### src/rtl/uart_rx.sv
// -----------------------------------------------------------------------------
// uart_rx
//
// 8N1 UART receiver with 16x oversampling and 2-of-3 majority bit decisions.
// The serial input is synchronised through two flops; everything else works
// on the synchronised copy. A free-running divider produces one tick every DIV
// system clocks, and a 4-bit sample counter splits each bit into 16 ticks.
// Samples taken at counts 7, 8 and 9 are voted to decide the bit value.
//
// Parameters
//   DIV        system clocks per 1/16 bit period (2..65535)
//
// Ports
//   clk        system clock, all logic on the rising edge
//   reset      synchronous, active-high reset
//   rx         asynchronous serial line, idles high, 8N1, LSB first
//   rx_ready   one-clock pulse: a new correctly framed byte is on rx_data
//   rx_data    last correctly framed byte, held until the next one
//   frame_err  one-clock pulse: stop bit sampled low, byte discarded
// -----------------------------------------------------------------------------
module uart_rx #(
    parameter int unsigned DIV = 27
) (
    input  logic       clk,
    input  logic       reset,
    input  logic       rx,
    output logic       rx_ready,
    output logic [7:0] rx_data,
    output logic       frame_err
);

    typedef enum logic [2:0] {
        StWaitHigh,
        StIdle,
        StStart,
        StData,
        StStop
    } state_e;

    localparam logic [15:0] TickMax = 16'(DIV - 1);

    // -------------------------------------------------------------------------
    // Input synchroniser. Both flops reset high so a reset never looks like a
    // start edge.
    // -------------------------------------------------------------------------
    logic rx_meta_q;
    logic rxs_q;

    always_ff @(posedge clk) begin
        if (reset) begin
            rx_meta_q <= 1'b1;
            rxs_q     <= 1'b1;
        end else begin
            rx_meta_q <= rx;
            rxs_q     <= rx_meta_q;
        end
    end

    // -------------------------------------------------------------------------
    // State and datapath registers
    // -------------------------------------------------------------------------
    state_e      state_q,     state_d;
    logic [15:0] tick_cnt_q,  tick_cnt_d;
    logic [3:0]  s_q,         s_d;
    logic [1:0]  samp_q,      samp_d;
    logic [2:0]  bit_idx_q,   bit_idx_d;
    logic [7:0]  shift_q,     shift_d;
    logic [7:0]  rx_data_q,   rx_data_d;
    logic        rx_ready_q,  rx_ready_d;
    logic        frame_err_q, frame_err_d;

    logic tick;
    logic in_frame;
    logic sample_point;
    logic bit_end;
    logic maj;

    assign tick     = (tick_cnt_q == TickMax);
    assign in_frame = (state_q == StStart) || (state_q == StData) || (state_q == StStop);

    // The vote is only meaningful on the s=9 tick: samp_q then holds the s=7
    // and s=8 samples and rxs_q is the s=9 sample.
    assign sample_point = tick && (s_q == 4'd9);
    assign bit_end      = tick && (s_q == 4'd15);
    assign maj          = (samp_q[0] & samp_q[1]) | (samp_q[0] & rxs_q) | (samp_q[1] & rxs_q);

    always_comb begin
        state_d     = state_q;
        tick_cnt_d  = tick ? 16'd0 : tick_cnt_q + 16'd1;
        s_d         = s_q;
        samp_d      = samp_q;
        bit_idx_d   = bit_idx_q;
        shift_d     = shift_q;
        rx_data_d   = rx_data_q;
        rx_ready_d  = 1'b0;
        frame_err_d = 1'b0;

        if (in_frame && tick) begin
            s_d = s_q + 4'd1;
            if (s_q == 4'd7) begin
                samp_d[0] = rxs_q;
            end
            if (s_q == 4'd8) begin
                samp_d[1] = rxs_q;
            end
        end

        unique case (state_q)
            StWaitHigh: begin
                if (rxs_q) begin
                    state_d = StIdle;
                end
            end

            StIdle: begin
                // Align the bit grid to the falling edge of the start bit.
                if (!rxs_q) begin
                    state_d    = StStart;
                    s_d        = 4'd0;
                    tick_cnt_d = 16'd0;
                end
            end

            StStart: begin
                if (sample_point && maj) begin
                    // Too short to be a start bit: treat as line noise.
                    state_d = StIdle;
                end else if (bit_end) begin
                    state_d   = StData;
                    bit_idx_d = 3'd0;
                end
            end

            StData: begin
                if (sample_point) begin
                    shift_d = {maj, shift_q[7:1]};
                end
                if (bit_end) begin
                    bit_idx_d = bit_idx_q + 3'd1;
                    if (bit_idx_q == 3'd7) begin
                        state_d = StStop;
                    end
                end
            end

            StStop: begin
                // Decide mid stop bit so a start bit that follows immediately
                // is caught on its own falling edge.
                if (sample_point) begin
                    if (maj) begin
                        rx_data_d  = shift_q;
                        rx_ready_d = 1'b1;
                        state_d    = StIdle;
                    end else begin
                        // Break or bad framing: wait for the line to return high.
                        frame_err_d = 1'b1;
                        state_d     = StWaitHigh;
                    end
                end
            end

            default: begin
                state_d = StWaitHigh;
            end
        endcase
    end

    always_ff @(posedge clk) begin
        if (reset) begin
            state_q     <= StWaitHigh;
            tick_cnt_q  <= 16'd0;
            s_q         <= 4'd0;
            samp_q      <= 2'b00;
            bit_idx_q   <= 3'd0;
            shift_q     <= 8'h00;
            rx_data_q   <= 8'h00;
            rx_ready_q  <= 1'b0;
            frame_err_q <= 1'b0;
        end else begin
            state_q     <= state_d;
            tick_cnt_q  <= tick_cnt_d;
            s_q         <= s_d;
            samp_q      <= samp_d;
            bit_idx_q   <= bit_idx_d;
            shift_q     <= shift_d;
            rx_data_q   <= rx_data_d;
            rx_ready_q  <= rx_ready_d;
            frame_err_q <= frame_err_d;
        end
    end

    assign rx_ready  = rx_ready_q;
    assign rx_data   = rx_data_q;
    assign frame_err = frame_err_q;

`ifndef SYNTHESIS
    // The two status pulses are mutually exclusive and single-cycle.
    a_no_ready_and_err : assert property (@(posedge clk) !(rx_ready && frame_err));
    a_ready_one_clk    : assert property (@(posedge clk) disable iff (reset)
                                          rx_ready |=> !rx_ready);
    a_err_one_clk      : assert property (@(posedge clk) disable iff (reset)
                                          frame_err |=> !frame_err);
`endif

endmodule

### config.mk
export PLATFORM = sky130hd
export DESIGN_NAME = uart_rx
export DESIGN_NICKNAME = d
export VERILOG_FILES = /design/src/rtl/uart_rx.sv
export SDC_FILE = /design/constraint.sdc
export NUM_CORES = 1
export LEC_CHECK = 0
export ABC_AREA = 1
export ABC_CLOCK_PERIOD_IN_PS = 1400
export BUFFER_PORTS_ARGS = -buffer_cell sky130_fd_sc_hd__clkbuf_2
export CORE_MARGIN = 3
export CORE_UTILIZATION = 47
export DETAILED_ROUTE_END_ITERATION = 10
export PLACE_DENSITY = 0.66
export SLEW_MARGIN = 25
export SYNTH_ARGS = -nofsm -noshare
export SYNTH_HDL_FRONTEND = slang
export SYNTH_SLANG_ARGS = --single-unit
### constraint.sdc
create_clock -name clk -period 1.4 [get_ports clk]
set_input_delay 0.14 -clock clk [delete_from_list [all_inputs] [get_ports clk]]
set_output_delay 0.14 -clock clk [all_outputs]
set_load 0.02 [all_outputs]
==> results.cfg <==
[status]
status = finished with violations
violations = setup timing

[cells_and_area]
num_antenna_cells = 0
layout_common_cells = buf_4, dfxtp_1, inv_1
final_nets = 404
finalNonFillerCells = 459
area_delta_synth_final_pct = 44.7
final_common_cell = buf_4
layout-drive-gt1-share_pct = 48.2

[worst_setup_path]
crit_type = flip-flop to flip-flop
crit_arrival_ns = 1.84
path_common_cell = nand2_2
slowest_delay_ns = 0.34
start_kind = flip-flop
cp.required_ns = 1.58
crit_path_end_kind = flip-flop
cp_max_fo = 4
worst-path-buf-inv = 3
worst_path_dominant_cell_family = simple AND/OR/NAND/NOR gates
rr_startpoint = tick_cnt_q[0]
startpoint = tick_cnt_q[0]
rrSetupSlack_ns = -0.26
slowest_stage = dfxtp_2
crit_chain = inv_2 -> ha_4 -> inv_2 -> nor2_2 -> nand2_2 -> nor2_4 -> nand3_4 -> nand2_2 -> nand2_2 -> nor2_4 -> nand2_2 -> inv_2 -> a21oi_1

[min_path]
hp-class = primary input to flip-flop
min_from = rx

[clock_tree]
clk_pin_slew_ns = 0.08
numCtsBuffers = 5
cts_tree = built
cts.path.max_buffers = 2
insertion_delay_ns = 0.30
cts_hold_buf = 0
cts_max_level = 2
clock-sinks = 48
root_buffer = clkbuf_8

[floorplanning]
core_um2 = 4560
start_util_pct = 51.0
die_y_um = 76.4
die_w_um = 76.4
ioPinCount = 13
die_area_um2 = 5830
row_count = 24

[pwr]
ir_drop_v = 0.000639
leakage_nw = 1.53
p_per_area_nw_per_um2 = 956

[detailed_routing]
drt_drc_violations_left = 0
drt_pre_antenna_iters = 4
drt_iter0_drc = 72
num_vias = 2214
post_drt_via_cell_ratio = 4.82
ant_nets = 0
drt-wirelength-per-cell_um = 12.0
drt_wl_total_um = 5520

[timing]
skew_ns = 0.00969
post-route-min-period_ns = 1.66
fmax_ghz = 0.603
rsz0062_at_grt = yes
hold_viol = 0
drv_slew = 0
worst_pin_slew_ns = 0.337
setup_violations = 44
max_slew_margin_pct = 77.5
finalCritPeriodShare_pct = 119
setup_slack_ns = -0.259

[grt]
grt_antenna_before_repair = 0
grt_pass1_wl_um = 8700
grt_use_total_pct = 18.0
grt_max_degree = 22
grt-ovfl-total = 0
grt_pass1_vias = 2063

[synth]
yosys_register_bits = 48
synth_cell_type_count = 31
ys_seq_area_share_pct = 41.3
synthesis.area_um2 = 2330
ys_warn_count = 0
synth_nets = 328
avgSynthCellArea_um2 = 7.32
syn_inst = 318

[placement]
numPortBuffers = 12
preCtsSetupSlack_ns = -0.252
detailed_place_hpwl_um = 3670
gp_congestion = 0.798
place_inst = 441

[flow_run]
max-cap-violations = 0
cell usage after synthesis (all sizes together):
| cell | instances | area share [%] |
|---|---|---|
| a211oi | 2 | 0.86 |
| xor2 | 3 | 1.1 |
| dfxtp | 48 | 41 |
| and3 | 1 | 0.27 |
| ha | 7 | 3.8 |
| clkbuf | 1 | 0.21 |
| buf | 1 | 0.21 |
| inv | 55 | 8.9 |
| nand2 | 42 | 7.6 |
| nor2 | 67 | 13 |
| nor3b | 1 | 0.32 |
| o21ai | 31 | 7.0 |
| nand4 | 4 | 1.3 |
| nand3 | 18 | 4.5 |
| nor3 | 12 | 3.2 |
| a21oi | 18 | 3.9 |
| clkinv | 2 | 0.59 |
| o211ai | 1 | 0.32 |
| or2 | 3 | 0.81 |
| o22ai | 1 | 0.27 |
kinds of logic (layout without fill, tap and decap cells):
group,count (synthesis),in the layout,share of synthesized area (%)
adder cells (fa/ha/maj),7,7,3.76
flip-flops,48,48,41.3
AO/OA/AOI/OAI,53,53,12.3
buffers and inverters,59,135,9.89
XOR/XNOR,3,3,1.13
AND/OR/NAND/NOR,148,148,31.6
power breakdown:
part	internal (mW)	total (mW)	switching [mW]	leakage, nW
Clock	0.340	0.767	0.427	0.0410
Combinational	0.398	0.951	0.553	1.10
Sequential	1.43	1.50	0.0724	0.390
Total	2.17	3.22	1.05	1.53
metrics by stage:
stage	setup TNS, ns	power, mW	cell area, um2	hold WS [ns]	utilization (%)
2_1_floorplan	-1.24	2.04	2360	0.209	-
3_3_place_gp	-5.66	2.28	2870	0.329	62.8
3_5_place_dp	-6.96	2.31	2870	0.327	62.8
4_1_cts	-5.26	3.09	3080	0.0222	67.5
5_1_grt	-11.45	3.41	3370	0.0162	73.8
6_report	-6.35	3.22	3370	0.0297	73.8
per-layer routing:
| metal | routed length [um] | up-vias | GRT usage (%) | share of wire [%] |
|---|---|---|---|---|
| met2 | 2930 | 20 | 32.6 | 53 |
| met3 | 96 | 14 | 3.55 | 1.7 |
| met5 | 0 | - | 0 | 0 |
| li1 | - | 1169 | - | - |
| met4 | 125 | 0 | 5.80 | 2.3 |
| met1 | 2360 | 1011 | 21.2 | 43 |
registers in the layout (all words and copies together) (netlist names):
| register | flops |
|---|---|
| bit_idx_q | 3 |
| frame_err | 1 |
| rx_data | 8 |
| rx_meta_q | 1 |
| rx_ready | 1 |
| rxs_q | 1 |
| s_q | 4 |
| samp_q | 2 |
| shift_q | 8 |
| state_q | 3 |
| tick_cnt_q | 16 |
layout make-up:
class	count	area (um2)
clock buffer	6	72.6
clock inverter	1	5.00
fill	351	1200
inverter	57	225
multi-input combinational	211	1470
sequential	48	968
tap	65	81.3
timing repair buffer	70	538
timing repair inverter	1	11.3
repair_timing:
item                       4_1_cts  5_1_grt
setup endpoints to repair       46       46
hold endpoints to repair         0        0
gates resized for setup         26       79
setup buffers                    6        5
pin swaps                       15       37
gates cloned                     0        1
worst paths after layout:
check | depth (start not counted) | endpoint
max | 13 | state_q[1]
min | 2 | rx_meta_q
max reg2reg | 13 | state_q[1]
min reg2reg | 1 | rxs_q
No activity file was read; power rests on OpenSTA's default activity.
